[config.mk]
export PLATFORM = sky130hd
export DESIGN_NAME = id_scoreboard
export DESIGN_NICKNAME = d
export VERILOG_FILES = /design/src/rtl/id_scoreboard_pkg.sv /design/src/rtl/sb_entry.sv /design/src/rtl/id_scoreboard.sv
export SDC_FILE = /design/constraint.sdc
export NUM_CORES = 1
export LEC_CHECK = 0
export ABC_AREA = 0
export BUFFER_PORTS_ARGS = -buffer_cell sky130_fd_sc_hd__buf_2
export CAP_MARGIN = 15
export CORE_MARGIN = 4
export CORE_UTILIZATION = 40
export DETAILED_ROUTE_END_ITERATION = 8
export GPL_ROUTABILITY_DRIVEN = 0
export PLACE_DENSITY = 0.67
export SLEW_MARGIN = 10
export SYNTH_ARGS = -nofsm -noshare
export SYNTH_HDL_FRONTEND = slang
export SYNTH_SLANG_ARGS = --single-unit
[constraint.sdc]
create_clock -name clk -period 7.38 [get_ports clk]
set_clock_uncertainty 0.2 [all_clocks]
set_input_delay 1.845 -clock clk [delete_from_list [all_inputs] [get_ports clk]]
set_output_delay 1.845 -clock clk [all_outputs]
set_load 0.02 [all_outputs]
[src/rtl/id_scoreboard_pkg.sv]
// Shared scoreboard definitions: default widths and the latency encodings used
// by decode when it issues an instruction.
package id_scoreboard_pkg;

    localparam int SB_REG_ADDR_W = 5;
    localparam int SB_LAT_W      = 3;
    localparam int SB_LAT_INF    = (1 << SB_LAT_W) - 1;

    // Latency classes decode attaches to each register-writing instruction.
    typedef enum logic [SB_LAT_W-1:0] {
        LAT_ALU  = SB_LAT_W'(0),
        LAT_LOAD = SB_LAT_W'(1),
        LAT_MUL  = SB_LAT_W'(2),
        LAT_DIV  = SB_LAT_W'(SB_LAT_INF)
    } lat_class_e;

endpackage

[src/rtl/sb_entry.sv]
// One scoreboard entry: counts down the cycles until a pending write becomes
// forwardable. The all-ones count is a sticky busy marker that only a clear
// or a flush releases.
module sb_entry
    import id_scoreboard_pkg::*;
#(
    parameter int LAT_W = SB_LAT_W
) (
    input  logic             clk,
    input  logic             rst,
    input  logic             flush,
    input  logic             issue,
    input  logic [LAT_W-1:0] lat,
    input  logic             clear,
    output logic             busy
);

    localparam logic [LAT_W-1:0] LAT_INF = '1;

    logic [LAT_W-1:0] cnt;

    // NOTE: state uses non-blocking assignments so every entry samples the
    // pre-edge inputs; the counters reset asynchronously so a mid-run reset
    // drops all stalls before the next edge.
    always_ff @(posedge clk or posedge rst) begin
        if (rst) begin
            cnt <= '0;
        end else if (flush) begin
            cnt <= '0;
        end else if (issue) begin
            cnt <= lat;
        end else if (clear) begin
            cnt <= '0;
        end else if (cnt != '0 && cnt != LAT_INF) begin
            cnt <= cnt - 1'b1;
        end
    end

    assign busy = (cnt != '0);

endmodule

[src/rtl/id_scoreboard.sv]
// Per-register pending-write scoreboard beside the decode stage. The busy
// outputs depend only on stored counts, so the stall -> issue_fire path never
// loops back into them.
module id_scoreboard
    import id_scoreboard_pkg::*;
#(
    parameter int REG_ADDR_W = SB_REG_ADDR_W,
    parameter int LAT_W      = SB_LAT_W
) (
    input  logic                  clk,
    input  logic                  rst,
    input  logic                  issue_valid_i,
    input  logic                  issue_wreg_i,
    input  logic [REG_ADDR_W-1:0] issue_wd_i,
    input  logic [LAT_W-1:0]      issue_lat_i,
    input  logic                  clear_valid_i,
    input  logic [REG_ADDR_W-1:0] clear_addr_i,
    input  logic                  flush_i,
    input  logic                  reg1_read_i,
    input  logic [REG_ADDR_W-1:0] reg1_addr_i,
    input  logic                  reg2_read_i,
    input  logic [REG_ADDR_W-1:0] reg2_addr_i,
    output logic                  reg1_busy_o,
    output logic                  reg2_busy_o,
    output logic                  stallreq_o,
    output logic                  issue_fire_o
);

    localparam int NUM_REGS = 2 ** REG_ADDR_W;

    logic [NUM_REGS-1:0] busy;
    logic                issue_write;

    // Register 0 is hardwired zero and never needs a stall.
    assign busy[0] = 1'b0;

    for (genvar r = 1; r < NUM_REGS; r++) begin : g_entry
        sb_entry #(
            .LAT_W(LAT_W)
        ) u_entry (
            .clk  (clk),
            .rst  (rst),
            .flush(flush_i),
            .issue(issue_write && (issue_wd_i == REG_ADDR_W'(r))),
            .lat  (issue_lat_i),
            .clear(clear_valid_i && (clear_addr_i == REG_ADDR_W'(r))),
            .busy (busy[r])
        );
    end

    assign reg1_busy_o  = reg1_read_i && busy[reg1_addr_i];
    assign reg2_busy_o  = reg2_read_i && busy[reg2_addr_i];
    assign stallreq_o   = reg1_busy_o || reg2_busy_o;
    assign issue_fire_o = issue_valid_i && !stallreq_o && !flush_i;
    assign issue_write  = issue_fire_o && issue_wreg_i;

endmodule

Word-level counts from Yosys, hierarchy flattened
Index checks and enable logic that the tools add are counted.
{ "word_totals": {"latchBits": 0, "mem_count": 0, "romBits": 0, "out_inout_bits": 4, "word_cells": 448, "ramBits": 0, "regBits": 93} }
{ "op_classes": {"addsub": 31, "n_reduce_logical": 163, "n_eq_ne": 93, "order_cmp": 2, "div_mod_pow": 0, "shift": 0, "bitwise_logic": 0, "mul": 0, "n_mux": 128} }
{ "ops": {"columns": ["cell", "count"], "rows": [
  ["3-bit two-way mux", 124],
  ["5-bit equality test (second input constant)", 32],
  ["4-bit nonzero test", 31],
  ["1-bit logical AND", 98],
  ["3-bit != test (second input constant)", 31],
  ["3-bit nonzero test", 31],
  ["3-bit by 1-bit subtractor with 3-bit output (second input constant)", 31],
  ["5-bit by 4-bit equality test with 1-bit output (second input constant)", 16],
  ["5-bit by 3-bit equality test with 1-bit output (second input constant)", 8],
  ["5-bit by 2-bit equality test with 1-bit output (second input constant)", 4],
  ["5-bit by 6-bit < comparator with 1-bit output (second input constant)", 2],
  ["1-bit binary-select mux with 5-bit select", 2],
  ["5-bit by 1-bit equality test with 1-bit output (second input constant)", 2],
  ["1-bit logical NOT", 2],
  ["1-bit two-way mux", 2],
  ["1-bit logical OR", 1]
]} }

Longest topological paths before layout
Gate-level depths: netlist of the first run.
{ "depth": {"word_depth": 12, "ltp_mapped": 10, "depth_no_buf": 9} }

Cells and area by module
A second synthesis of the first run with hierarchy kept.
{ "hier_totals": {"hier_cells": 962, "area_unflattened_um2": 8568.2} }
{ "modules_own_cells": {"columns": ["mod", "seq_area_each_um2", "cells_per_inst", "area_each_um2", "instances"], "rows": [
  ["sb_entry", 75.1, 25, 231.5, 31],
  ["id_scoreboard", 0.0, 187, 1392.6, 1]
]} }

Worst setup path before layout of the first run
No wires, ideal clock.
{ "synth_timing": {"path_kind": "input to output", "start": "input port reg2_addr_i[2]", "end": "output port stallreq_o", "path_buffers": 1, "path_stages": 6, "arrival_time_ps": 3574, "t_required_ps": 5335, "path_slack_ps": 1761, "cell_sequence": "buf_4 mux4_2 o311a_1 nand4_2 o21ai_0 or2_2"} }
{ "synth_via": {"elab_chain_len": 4} }
{ "synth_lines": {"columns": ["element", "line_no", "source"], "rows": [
  ["start: declaration", "id_scoreboard.sv:22", "input logic [REG_ADDR_W-1:0] reg2_addr_i,"],
  ["1-bit binary-select mux with 5-bit select", "id_scoreboard.sv:52", "assign reg2_busy_o = reg2_read_i && busy[reg2_addr_i];"],
  ["1-bit two-way mux (implied by the code)", "id_scoreboard.sv:52", null],
  ["1-bit logical AND", "id_scoreboard.sv:52", null],
  ["net reg2_busy_o", "id_scoreboard.sv:24", "output logic reg2_busy_o,"],
  ["1-bit logical OR", "id_scoreboard.sv:53", "assign stallreq_o = reg1_busy_o || reg2_busy_o;"],
  ["end: declaration", "id_scoreboard.sv:25", "output logic stallreq_o,"]
]} }
The timed path passes the listed nets, and every way through them passes these cells. The select of a mux whose other input is x is not followed.

Worst setup path after layout of the first run
{ "layout_timing": {"start": "input port reg1_addr_i[2]", "end": "output port stallreq_o"} }
{ "layout_via": {"elab_chain_len": 4} }
{ "layout_lines": {"columns": ["element", "line_no", "source"], "rows": [
  ["start: declaration", "id_scoreboard.sv:20", "input logic [REG_ADDR_W-1:0] reg1_addr_i,"],
  ["1-bit binary-select mux with 5-bit select", "id_scoreboard.sv:51", "assign reg1_busy_o = reg1_read_i && busy[reg1_addr_i];"],
  ["1-bit two-way mux (implied by the code)", "id_scoreboard.sv:51", null],
  ["1-bit logical AND", "id_scoreboard.sv:51", null],
  ["1-bit logical OR", "id_scoreboard.sv:53", null]
]} }
No other way between the ends. The select of a mux whose other input is x is not followed.

==> metrics.cfg, run 1 <==
[timing]
fmax_ghz=0.1752
relSlewSlack_pct=30.38
tightestPinTransition_ns=1.042
timing.final.ws_setup_ns=1.673
hold_violations=0
setup_viol=0
rsz0062_at_grt=no
post-route-min-period_ns=5.707
finalCritPeriodShare_pct=77.33
fin_tns_setup_ns=0
slew_viol_final=0

[cts]
clock_sinks=93
clkTransAtPathRegs_ns=0.07
htreeDepth=3
cts_setup_buffers=0
clock_path_buffers=2
cts-resized-gates=0
ctsHoldBuffers=0
insertion_delay_ns=0.35
cts_tree=yes
cts_buffers=9
cts-root-buf=clkbuf_16

[cells_and_area]
reg_top3=g_entry.u_entry.cnt x93
num-nets-final=955
drive_gt1_share_pct=12.23
final_cell_mix=nand2_1 (135), mux2i_1 (104), ha_1 (93), dfrtp_1 (93)
n_antenna_cell=0
fillers=1894
final_area_um2=8746
utilization_pct=44.50
largest_reg_flops=93
final_common_cell=nand2_1
areaGrowthSynthToFinish_pct=8.288
regMostFlops=g_entry.u_entry.cnt

[drt]
finalWirelength_um=18370
ant_nets=0
wire_per_inst_um=16.72
vias=5708
drt-initial-drc-count=279
route.detailed.drc=0
viasPerCell=5.194
dr.pass1.iters=4

[logic_synthesis]
synth_top_area_share_pct=28.81
synth_warnings=0
synth_edf_count=0
ys_seq_area_share_pct=28.81
yosys-top-cells-area=dfrtp_1 (29%), ha_1 (14%), mux2i_1 (13%)
yosys_most_used_dff=dfrtp_1
synth_cell_types=37
syn_inst=812
async_flop_share_pct=100.0
synth_fp_nets=936
ys_seq_elements=93
syn_area_um2=8076
syn_avg_cell_area_um2=9.946
synth_top_area_cell=dfrtp_1

[critical_path]
cp.required_ns=5.34
critPathSlowestCell=mux4_2
path_buf_inv=2
cp_max_fo=16
cp-end-kind=output pin
cp-startpoint=reg1_addr_i[2]
path_cells=buf_2 > mux4_2 > o311a_1 > nand4_2 > o21ai_0 > or2_2 > buf_2
cp-start-kind=input pin
cp_common_cell=buf_2
max_stage_delay_ns=0.54
arrival_ns=3.66
path_class=in2out
r2r-start=g_entry[17].u_entry.cnt[0]$_DFFE_PP0P_
crit_family=multiplexers

[floorplanning]
placement_rows=51
start_util_pct=41.09
die_w_um=150.1
die_h_um=150.1
die_area_um2=22530
pin_count=35
floorplan.core_area_um2=19650

[power_and_ir_drop]
ir_worst_vdd_v=0.0001077
p_leak_nw=3.651
p_per_area_nw_per_um2=380.9

[flow_run]
max_cap_viol_count=0

[place]
dp_hpwl_um=13170
port_buffers=34
placed_cell_area_um2=8464
place_ws_ns=1.665

[min_path]
holdCritStartpoint=g_entry[20].u_entry.cnt[2]$_DFFE_PP0P_
min_path_type=reg2reg

[grt]
grt_pass1_vias=5804
grt_max_degree=49
overflow=0
grt_pass1_wl_um=30460
antenna_found_initial=0
grtUsageTotal_pct=17.28

[run_status]
outcome=finished, final reports clean

-- worst min-delay path, stage by stage (launching register included) --
cell     delay [ns]
dfrtp_1        0.37
xnor2_1        0.08
nand2_1        0.06
mux2i_1        0.06
-- per-stage QoR --
stage	hold WS (ns)	power, mW	std cells
2_1_floorplan	0.3603	2.471	812
3_3_place_gp	0.3883	2.814	1085
6_report	0.4023	3.332	1099
5_1_grt	0.4271	3.666	1099
4_1_cts	0.4003	3.354	1099
3_5_place_dp	0.3826	2.862	1085
-- area by class of cell --
cell class	instances	area, um2	share of cell area [%]
well taps	265	331.6	3.791
clock inverters	2	35.03	0.4006
multi-input cells	625	5359	61.27
repair buffers	39	207.7	2.375
clock buffers	12	246.5	2.818
inverters	63	239.0	2.732
flip-flops and latches	93	2327	26.61
-- power breakdown --
part	internal, mW	total [mW]	switching (mW)
Sequential	0.748	0.923	0.175
Clock	0.268	0.467	0.199
Combinational	0.861	1.94	1.08
-- cells in the mapped netlist, types with 2 or more instances --
library cell and number:
a21boi_0 8, a21oi_1 50, a31oi_1 4, buf_2 6, buf_4 5, buf_6 3
clkbuf_1 17, dfrtp_1 93, ha_1 93, inv_1 63, mux2i_1 104, mux4_2 10
nand2_1 135, nand2b_1 24, nand3_1 5, nand3b_1 15, nand4_2 2, nand4bb_1 2
nor2_1 9, nor2b_1 19, nor3_1 2, nor4_4 30, o2111ai_1 2, o211ai_1 27
o21ai_0 6, o22ai_1 2, o311a_1 2, or2_2 2, or3b_1 2, or3b_2 2
xnor2_1 62
-- per-layer routing --
layer | GRT usage (%) | wire length, um
met1 | 22.60 | 8222
met2 | 29.87 | 8970
met3 | 2.318 | 912
met4 | 5.124 | 267
met5 | 0 | 0
-- logic make-up after synthesis --
| family | after synthesis | synth area share [%] |
|---|---|---|
| AOI/OAI and AO/OA | 103 | 7.947 |
| and+or+nand+nor | 253 | 21.46 |
| adders and majority gates | 93 | 14.41 |
| xor gates and xnor gates | 62 | 6.723 |
| DFF | 93 | 28.81 |
| muxes | 114 | 15.68 |
| buffers and inverters | 94 | 4.973 |
-- worst paths after layout --
kind	to	slack, ns	cells after the start
hold reg to reg	g_entry[20].u_entry.cnt[2]$_DFFE_PP0P_	0.40	3
min in group asynchronous	g_entry[3].u_entry.cnt[1]$_DFFE_PP0P_	1.38	2
setup reg to reg	g_entry[18].u_entry.cnt[1]$_DFFE_PP0P_	3.71	9
hold / removal	g_entry[20].u_entry.cnt[2]$_DFFE_PP0P_	0.40	3
setup / recovery	stallreq_o	1.67	7
max in group asynchronous	g_entry[13].u_entry.cnt[1]$_DFFE_PP0P_	4.49	3
Note: power is estimated with default switching activity, not from simulation.
==> inputs of run 2 (changes only) <==
--- a/config.mk
+++ b/config.mk
@@ -12,7 +12,7 @@
 export CORE_UTILIZATION = 40
 export DETAILED_ROUTE_END_ITERATION = 8
 export GPL_ROUTABILITY_DRIVEN = 0
-export PLACE_DENSITY = 0.67
+export PLACE_DENSITY = 0.69
 export SLEW_MARGIN = 10
 export SYNTH_ARGS = -nofsm -noshare
 export SYNTH_HDL_FRONTEND = slang
==> constraint.sdc (replaced) <==
create_clock -name clk -period 4.6 [get_ports clk]
set_clock_uncertainty 0.2 [all_clocks]
set_input_delay 1.15 -clock clk [delete_from_list [all_inputs] [get_ports clk]]
set_output_delay 1.15 -clock clk [all_outputs]
set_load 0.02 [all_outputs]
==> run 2 against run 1 <==
Compared with the run above: routed wire length rose by 1.8%; non-clock buffer count up 4; sequential power is 60% higher; sequential share of layout area fell by 0.19 points; die area unchanged; critical path type unchanged; critical endpoint unchanged; largest power group unchanged; highest routed layer unchanged.
==> metrics.cfg, run 2 (synthesized netlist as in run 1, its figures left out) <==
[power_and_ir_drop]
ir_worst_vdd_v=0.0002326  ; +120%
p_leak_nw=3.675  ; +0.65%
finalPower_mw=5.411  ; +62%
p_per_area_nw_per_um2=614.4  ; +61%

[drt]
finalWirelength_um=18700  ; +1.8%
ant_nets=0  ; unchanged
vias=5751  ; +0.75%
viasPerCell=5.205  ; +0.21%
route.detailed.drc=0  ; unchanged
wire_per_inst_um=16.92  ; +1.2%
drt-initial-drc-count=411  ; +47%
dr.pass1.iters=4  ; unchanged

[cts]
clock_sinks=93  ; unchanged
cts_setup_buffers=0  ; unchanged
insertion_delay_ns=0.36  ; about the same
cts_buffers=9  ; unchanged
cts_tree=yes
ctsHoldBuffers=0  ; unchanged
cts-root-buf=clkbuf_16
clock_path_buffers=2  ; unchanged
clkTransAtPathRegs_ns=0.07  ; about the same
htreeDepth=3  ; unchanged
cts-resized-gates=0  ; unchanged

[grt]
antenna_found_initial=0  ; unchanged
grt_max_degree=62  ; +27%
overflow=0  ; unchanged
grt_pass1_vias=5801  ; -0.052%
grtUsageTotal_pct=17.35  ; +0.066 points
grt_pass1_wl_um=30280  ; -0.56%

[timing]
fmax_ghz=0.2364
fin_tns_setup_ns=0  ; unchanged
timing.final.ws_setup_ns=0.3701  ; -1.303 ns
relSlewSlack_pct=27.39  ; -3.0 points
tightestPinTransition_ns=1.087  ; +0.04462 ns
hold_violations=0  ; unchanged
post-route-min-period_ns=4.230
finalCritPeriodShare_pct=91.96
rsz0062_at_grt=no
setup_viol=0  ; unchanged
slew_viol_final=0  ; unchanged

[floorplanning]
pin_count=35  ; unchanged
floorplan.core_area_um2=19650  ; unchanged
die_area_um2=22530  ; unchanged
placement_rows=51  ; unchanged
die_w_um=150.1  ; unchanged
start_util_pct=41.09  ; unchanged
die_h_um=150.1  ; unchanged

[cells_and_area]
regMostFlops=g_entry.u_entry.cnt
areaGrowthSynthToFinish_pct=9.047
final_common_cell=nand2_1
largest_reg_flops=93  ; unchanged
final_cell_mix=nand2_1 (135), mux2i_1 (104), ha_1 (93), dfrtp_1 (93)
num-nets-final=959  ; +0.42%
drive_gt1_share_pct=13.10  ; +0.87 points
fillers=1882  ; -0.63%
final_area_um2=8807  ; +0.70%
utilization_pct=44.81  ; +0.31 points
n_antenna_cell=0  ; unchanged
reg_top3=g_entry.u_entry.cnt x93

[place]
placed_cell_area_um2=8507  ; +0.50%
dp_hpwl_um=13340  ; +1.3%
place_ws_ns=0.3818  ; -1.283 ns
port_buffers=34  ; unchanged

[min_path]
min_path_type=reg2reg

[critical_path]
cp-end-kind=output pin
cp-start-kind=input pin
cp_max_fo=10  ; -6
path_class=in2out
r2r_setup_slack_ns=1.20  ; -2.51 ns
arrival_ns=2.88  ; -0.78 ns
cp.required_ns=3.25  ; -2.09 ns

[flow_run]
max_cap_viol_count=0  ; unchanged

[run_status]
outcome=finished, final reports clean

[run 2: changes by cell type in the layout (fill, tap and decap cells not counted)]
cell / previous run / this run
clkinvlp_4: 0 / 3
clkbuf_8: 1 / 0
buf_4: 5 / 8
inv_6: 0 / 1
clkinv_4: 0 / 1
clkbuf_1: 2 / 0
buf_12: 0 / 1
[run 2: worst paths after layout]
path / from / endpoint / depth (start not counted)
worst max register to register: g_entry[3].u_entry.cnt[0]$_DFFE_PP0P_ / g_entry[18].u_entry.cnt[2]$_DFFE_PP0P_ / 10
min in group asynchronous: rst / g_entry[2].u_entry.cnt[2]$_DFFE_PP0P_ / 2
worst min-delay path: g_entry[20].u_entry.cnt[2]$_DFFE_PP0P_ / g_entry[20].u_entry.cnt[2]$_DFFE_PP0P_ / 3
worst min register to register: g_entry[20].u_entry.cnt[2]$_DFFE_PP0P_ / g_entry[20].u_entry.cnt[2]$_DFFE_PP0P_ / 3
worst max-delay path: reg1_addr_i[2] / stallreq_o / 7
max in group asynchronous: rst / g_entry[15].u_entry.cnt[1]$_DFFE_PP0P_ / 3
[run 2: metrics by stage]
step / instances / hold WS, ns
finish: 1105 / 0.4045
global placement: 1089 / 0.3816
detailed placement: 1089 / 0.3926
floorplan: 812 / 0.3603
global route: 1105 / 0.4605
CTS: 1105 / 0.4060
[run 2: per-layer routing]
metal / global-route usage, % / share of wire (%) / up-vias
li1: - / - / 2839
met1: 22.80 / 45 / 2779
met2: 28.68 / 48 / 107
met3: 2.830 / 5.3 / 26
met4: 6.725 / 2.3 / 0
met5: 0 / 0 / -
[run 2: cell type report]
| cell class | instances | area [um2] | share of cell area, % |
|---|---|---|---|
| inverter | 63 | 239.0 | 2.713 |
| multi-input combinational | 625 | 5359 | 60.85 |
| timing repair buffer | 43 | 250.2 | 2.841 |
| clock buffer | 9 | 225.2 | 2.557 |
| sequential | 93 | 2327 | 26.42 |
| tap | 265 | 331.6 | 3.765 |
| clock inverter | 7 | 75.07 | 0.8524 |
[run 2: where the power goes]
group          switching, mW  internal (mW)
Clock                  0.345          0.423
Sequential             0.283           1.20
Combinational           1.77           1.39
Total                   2.39           3.02
[run 2: worst max-delay path, stage by stage]
cell     delay [ns]
buf_2          0.23
mux4_2         0.53
o311a_1        0.30
nand4_2        0.12
o21ai_0        0.12
or2_2          0.27
buf_2          0.16
